### src/rtl/xnor_seq_arbiter_pkg.sv
// Shared types and constants for the bit-serial XNOR equality arbiter.
package xnor_seq_arbiter_pkg;

  typedef enum logic [1:0] {
    IDLE  = 2'd0,
    SHIFT = 2'd1,
    DONE  = 2'd2
  } state_t;

  localparam logic REQ0 = 1'b0;
  localparam logic REQ1 = 1'b1;

endpackage

### src/rtl/xnor_seq_arbiter_cell.sv
// xnor_nor_cell: 1-bit XNOR built from six NOR gates only.
module xnor_nor_cell (
  input  logic a,
  input  logic b,
  output logic s
);

  logic na, nb, n_or, n_and, x;

  // Inverters, then XOR = NOR(a NOR b, ~a NOR ~b), then a final NOR-inverter.
  always_comb begin
    na    = ~(a | a);
    nb    = ~(b | b);
    n_or  = ~(a | b);
    n_and = ~(na | nb);
    x     = ~(n_or | n_and);
    s     = ~(x | x);
  end

endmodule

### src/rtl/xnor_seq_arbiter.sv
// Two-requester bit-serial equality engine sharing one NOR-only XNOR cell.
// Define XNOR_SEQ_EARLY_EXIT_EN to stop comparing at the first mismatching bit.
module xnor_seq_arbiter
  import xnor_seq_arbiter_pkg::*;
#(
  parameter int unsigned WIDTH = 8,
  parameter int unsigned CNT_W = $clog2(WIDTH + 1)
) (
  input  logic             clk,
  input  logic             reset,
  input  logic             req0_valid,
  input  logic [WIDTH-1:0] req0_a,
  input  logic [WIDTH-1:0] req0_b,
  output logic             req0_ready,
  input  logic             req1_valid,
  input  logic [WIDTH-1:0] req1_a,
  input  logic [WIDTH-1:0] req1_b,
  output logic             req1_ready,
  output logic             rsp_valid,
  output logic             rsp_id,
  output logic             rsp_eq,
  output logic [CNT_W-1:0] rsp_match_cnt,
  output logic             busy
);

  localparam int unsigned IDX_W = $clog2(WIDTH);

  state_t           state, next_state;
  logic [WIDTH-1:0] a_sh, b_sh;
  logic [IDX_W-1:0] idx;
  logic [CNT_W-1:0] match_cnt, cnt_inc;
  logic             id_r, last_grant;
  logic             grant0, grant1, cell_s, stop;

  xnor_nor_cell u_cell (
    .a (a_sh[0]),
    .b (b_sh[0]),
    .s (cell_s)
  );

  always_comb begin
    grant0     = req0_valid && (!req1_valid || last_grant == REQ1);
    grant1     = req1_valid && (!req0_valid || last_grant == REQ0);
    req0_ready = (state == IDLE) && grant0;
    req1_ready = (state == IDLE) && grant1;
    rsp_valid  = (state == DONE);
    busy       = (state != IDLE);
    cnt_inc    = match_cnt + CNT_W'(cell_s);
`ifdef XNOR_SEQ_EARLY_EXIT_EN
    stop = (state == SHIFT) && ((idx == IDX_W'(WIDTH - 1)) || !cell_s);
`else
    stop = (state == SHIFT) && (idx == IDX_W'(WIDTH - 1));
`endif
  end

  always_comb begin
    next_state = state;
    case (state)
      IDLE:    if (req0_ready || req1_ready) next_state = SHIFT;
      SHIFT:   if (stop) next_state = DONE;
      DONE:    next_state = IDLE;
      default: next_state = IDLE;
    endcase
  end

  always_ff @(posedge clk) begin
    if (reset) begin
      state         <= IDLE;
      a_sh          <= '0;
      b_sh          <= '0;
      idx           <= '0;
      match_cnt     <= '0;
      id_r          <= REQ0;
      last_grant    <= REQ1;
      rsp_id        <= REQ0;
      rsp_eq        <= 1'b0;
      rsp_match_cnt <= '0;
    end else begin
      state <= next_state;
      case (state)
        IDLE: begin
          if (req0_ready || req1_ready) begin
            a_sh       <= req1_ready ? req1_a : req0_a;
            b_sh       <= req1_ready ? req1_b : req0_b;
            id_r       <= req1_ready ? REQ1 : REQ0;
            last_grant <= req1_ready ? REQ1 : REQ0;
            idx        <= '0;
            match_cnt  <= '0;
          end
        end
        SHIFT: begin
          a_sh      <= a_sh >> 1;
          b_sh      <= b_sh >> 1;
          idx       <= idx + IDX_W'(1);
          match_cnt <= cnt_inc;
          // On an early mismatch cnt_inc equals the leading-match count, so eq is 0.
          if (stop) begin
            rsp_id        <= id_r;
            rsp_match_cnt <= cnt_inc;
            rsp_eq        <= (cnt_inc == CNT_W'(WIDTH));
          end
        end
        default: ;
      endcase
    end
  end

endmodule

### config.mk
export PLATFORM = sky130hd
export DESIGN_NAME = xnor_seq_arbiter
export DESIGN_NICKNAME = d
export VERILOG_FILES = /design/src/rtl/xnor_seq_arbiter_pkg.sv /design/src/rtl/xnor_seq_arbiter_cell.sv /design/src/rtl/xnor_seq_arbiter.sv
export SDC_FILE = /design/constraint.sdc
export NUM_CORES = 1
export LEC_CHECK = 0
export ABC_CLOCK_PERIOD_IN_PS = 1900
export CORE_UTILIZATION = 47
export CTS_CLUSTER_DIAMETER = 200
export DETAILED_ROUTE_END_ITERATION = 8
export GPL_ROUTABILITY_DRIVEN = 0
export PLACE_DENSITY = 0.79
export SYNTH_ARGS = -nofsm -noshare
export SYNTH_HDL_FRONTEND = slang
export SYNTH_SLANG_ARGS = --single-unit
### constraint.sdc
create_clock -name clk -period 1.9 [get_ports clk]
set_input_delay 0.38 -clock clk [delete_from_list [all_inputs] [get_ports clk]]
set_output_delay 0.38 -clock clk [all_outputs]
set_load 0.005 [all_outputs]
==> impl_metrics.env <==
export IMPL_yosysSeqAreaShare_pct=40.2
export IMPL_yosys_area_top_type="dfxtp_1"
export IMPL_synth_simple_area_share_pct=13.3
export IMPL_dp_hpwl_um=2820
export IMPL_final_area_um2=2240
export IMPL_final_antenna_net_count=0
export IMPL_cts_buffers=5
export IMPL_max_freq_mhz=560
export IMPL_finalNonFillerCells=273
export IMPL_vias=1543
export IMPL_setup_viol=0
export IMPL_synth_edf_count=0
export IMPL_rows=21
export IMPL_die_area_um2=3740
export IMPL_syn_avg_cell_area_um2=9.28
export IMPL_grt_pass1_wl_um=6330
export IMPL_skew_ns=0.00996
export IMPL_critPathMaxStageDelay_ns=0.37
export IMPL_port_buffers=45
export IMPL_wl_um=4030
export IMPL_diodes=0
export IMPL_max_cap_violations=0
export IMPL_htree_levels=2
export IMPL_hp_class="register to register"
export IMPL_yosysUniqueCellTypes=36
export IMPL_grt_max_degree=21
export IMPL_irDropWorstVdd_uv=337
export IMPL_powerDensity_nw_per_um2=713
export IMPL_wl_per_cell_um=14.8
export IMPL_placed_cell_area_um2=2120
export IMPL_syn_nets=217
export IMPL_worst_ep_arrival_time_ns=1.41
export IMPL_vias_per_cell=5.65
export IMPL_worstPathMaxFanout=7
export IMPL_die_w_um=61.1
export IMPL_die_y_um=61.1
export IMPL_drive_gt1_share_pct=15.4
export IMPL_firstDrtPassIters=4
export IMPL_core_area_um2=3340
export IMPL_synthMuxAreaShare_pct=1.22
export IMPL_fin_crit_sh_pct=94.0
export IMPL_status="complete, no violations"
export IMPL_slew_violations=0
export IMPL_synth_seq_cells=33
export IMPL_first_iter_violations=81
export IMPL_cp_start_kind="register"
export IMPL_multi_input_area_um2=856
export IMPL_clock_path_buffers=2
export IMPL_yosys_top_cells_area="dfxtp_1 (40%), a41o_1 (8.5%), o2bb2ai_1 (7.5%)"
export IMPL_cp_cell_sequence="buf_4 -> buf_6 -> and2b_2 -> dlygate4sd2_1"
export IMPL_nets=266
export IMPL_synth_top_cell_area_share_pct=40.2
export IMPL_syn_cell_area_um2=1640
export IMPL_cp_end_kind="output port"
export IMPL_placed_cells=263
export IMPL_final_common_cell="clkdlybuf4s50_1"
export IMPL_netlist_instances=177
export IMPL_areaGrowthSynthToFinish_pct=36.2
export IMPL_synth_compound_area_share_pct=32.7
export IMPL_critPathSlowestCell="dfxtp_2"
export IMPL_fillers=293
export IMPL_ys_flop_type="dfxtp_1"
export IMPL_regArea_um2=666
export IMPL_async_flop_share_pct=0
export IMPL_leakagePower_uw=0.000935
export IMPL_clkTransAtPathRegs_ns=0.11
export IMPL_clk_insertion_delay_late_ns=0.35
export IMPL_io_pins=46
export IMPL_hold_violations=0
export IMPL_utilization_pct=67.0
export IMPL_track_usage_pct=23.2
export IMPL_post_route_drc_count=0
export IMPL_synth_top_family_by_area="compound AO/OA/AOI/OAI gates"
export IMPL_synthAdderAreaFrac_pct=3.05
export IMPL_critPathRequiredTime_ns=1.52
export IMPL_grt_remaining_overflow=0
export IMPL_synth_xor_area_share_pct=1.60
export IMPL_relSlewSlack_pct=71.7
export IMPL_cts_root_buf="clkbuf_4"
export IMPL_worstMarginPinSlew_ns=0.424
export IMPL_cts_sinks=33
export IMPL_initial_utilization_pct=49.2
export IMPL_cts_tree="done"
export IMPL_finalWorstPathRequiredPeriod_ns=1.79
export IMPL_final_cell_mix="clkdlybuf4s50_1 (39), dfxtp_1 (31), a21oi_1 (23)"
export IMPL_ys_warn_count=0
export IMPL_crit_type="register to output port"
export IMPL_antenna_found_initial=0
export IMPL_grt_pass1_vias=1478
export IMPL_finalSetupTns_ns=0
[report_power, final]
group / internal [µW] / switching [µW]
combinational: 158 / 135
sequential: 731 / 25.6
clock: 278 / 266
total: 1170 / 427
[per-layer routing]
metal / wire length [µm] / track usage [%] / share of wire (%)
met5: 0 / 0 / 0
met4: 56 / 10.4 / 1.4
met3: 157 / 5.04 / 3.9
met2: 2020 / 39.9 / 50
met1: 1790 / 27.7 / 44
[cells by family (layout without fill, tap and decap cells)]
family          after synthesis  count (layout)
compound gates               75              75
fa+ha+maj                     4               4
mux                           2               2
simple gates                 40              40
xor+xnor                      3               3
flops                        33              33
buf+inv                      20              70
[area by class of cell]
class                   instances  area share [%]
clock inverters                 3            2.07
multi-input cells             124            38.3
clock buffers                   5            1.68
flip-flops and latches         33            29.8
repair buffers                 58            25.0
well taps                      46            2.57
inverters                       4           0.671
[path summary, 6_finish.rpt]
kind                            startpoint        end  slack, ns  cells past startpoint
worst max-delay path              state[0]  rsp_valid       0.11                      4
worst min-delay path                rsp_eq     rsp_eq       0.47                      2
worst max register to register      idx[0]     rsp_eq       0.13                      6
worst min register to register      rsp_eq     rsp_eq       0.47                      2
[cell usage after synthesis (4+ instances only)]
cell type	number
o2bb2ai_1	14
buf_2	5
nand2_1	13
ha_1	4
dfxtp_1	33
buf_6	4
a22oi_1	4
o21ai_0	15
a21oi_1	23
nor2_1	12
clkbuf_1	5
a41o_1	14
[critical path: cells and delay by family (launching register included)]
kind                   cells  cell delay (ns)
buffers and inverters      3             0.48
flip-flops                 1             0.37
AND/OR/NAND/NOR            1             0.21
[registers in the layout (all words and copies together) (netlist names)]
register	cells
idx	3
rsp_id	1
state	2
rsp_match_cnt	4
last_grant	1
id_r	1
match_cnt	4
rsp_eq	1
a_sh	8
b_sh	8
[what timing repair did]
action                                  in CTS  in global routing
buffers inserted                             1                  1
endpoints found under the setup margin       4                  3
gates cloned                                 0                  0
hold buffers                                 0                  0
resized for setup                           10                  4
pin swaps                                    1                  0
[per-stage QoR]
stage	hold slack [ns]	total power, µW	worst slack, ns
6_report	0.466	1600	0.114
5_1_grt	0.487	1660	-0.0183
4_1_cts	0.471	1600	-0.0234
3_5_place_dp	0.443	1060	-0.138
3_3_place_gp	0.441	1050	-0.109
2_1_floorplan	0.427	930	0.304
Note: power is estimated with default switching activity, not from simulation.
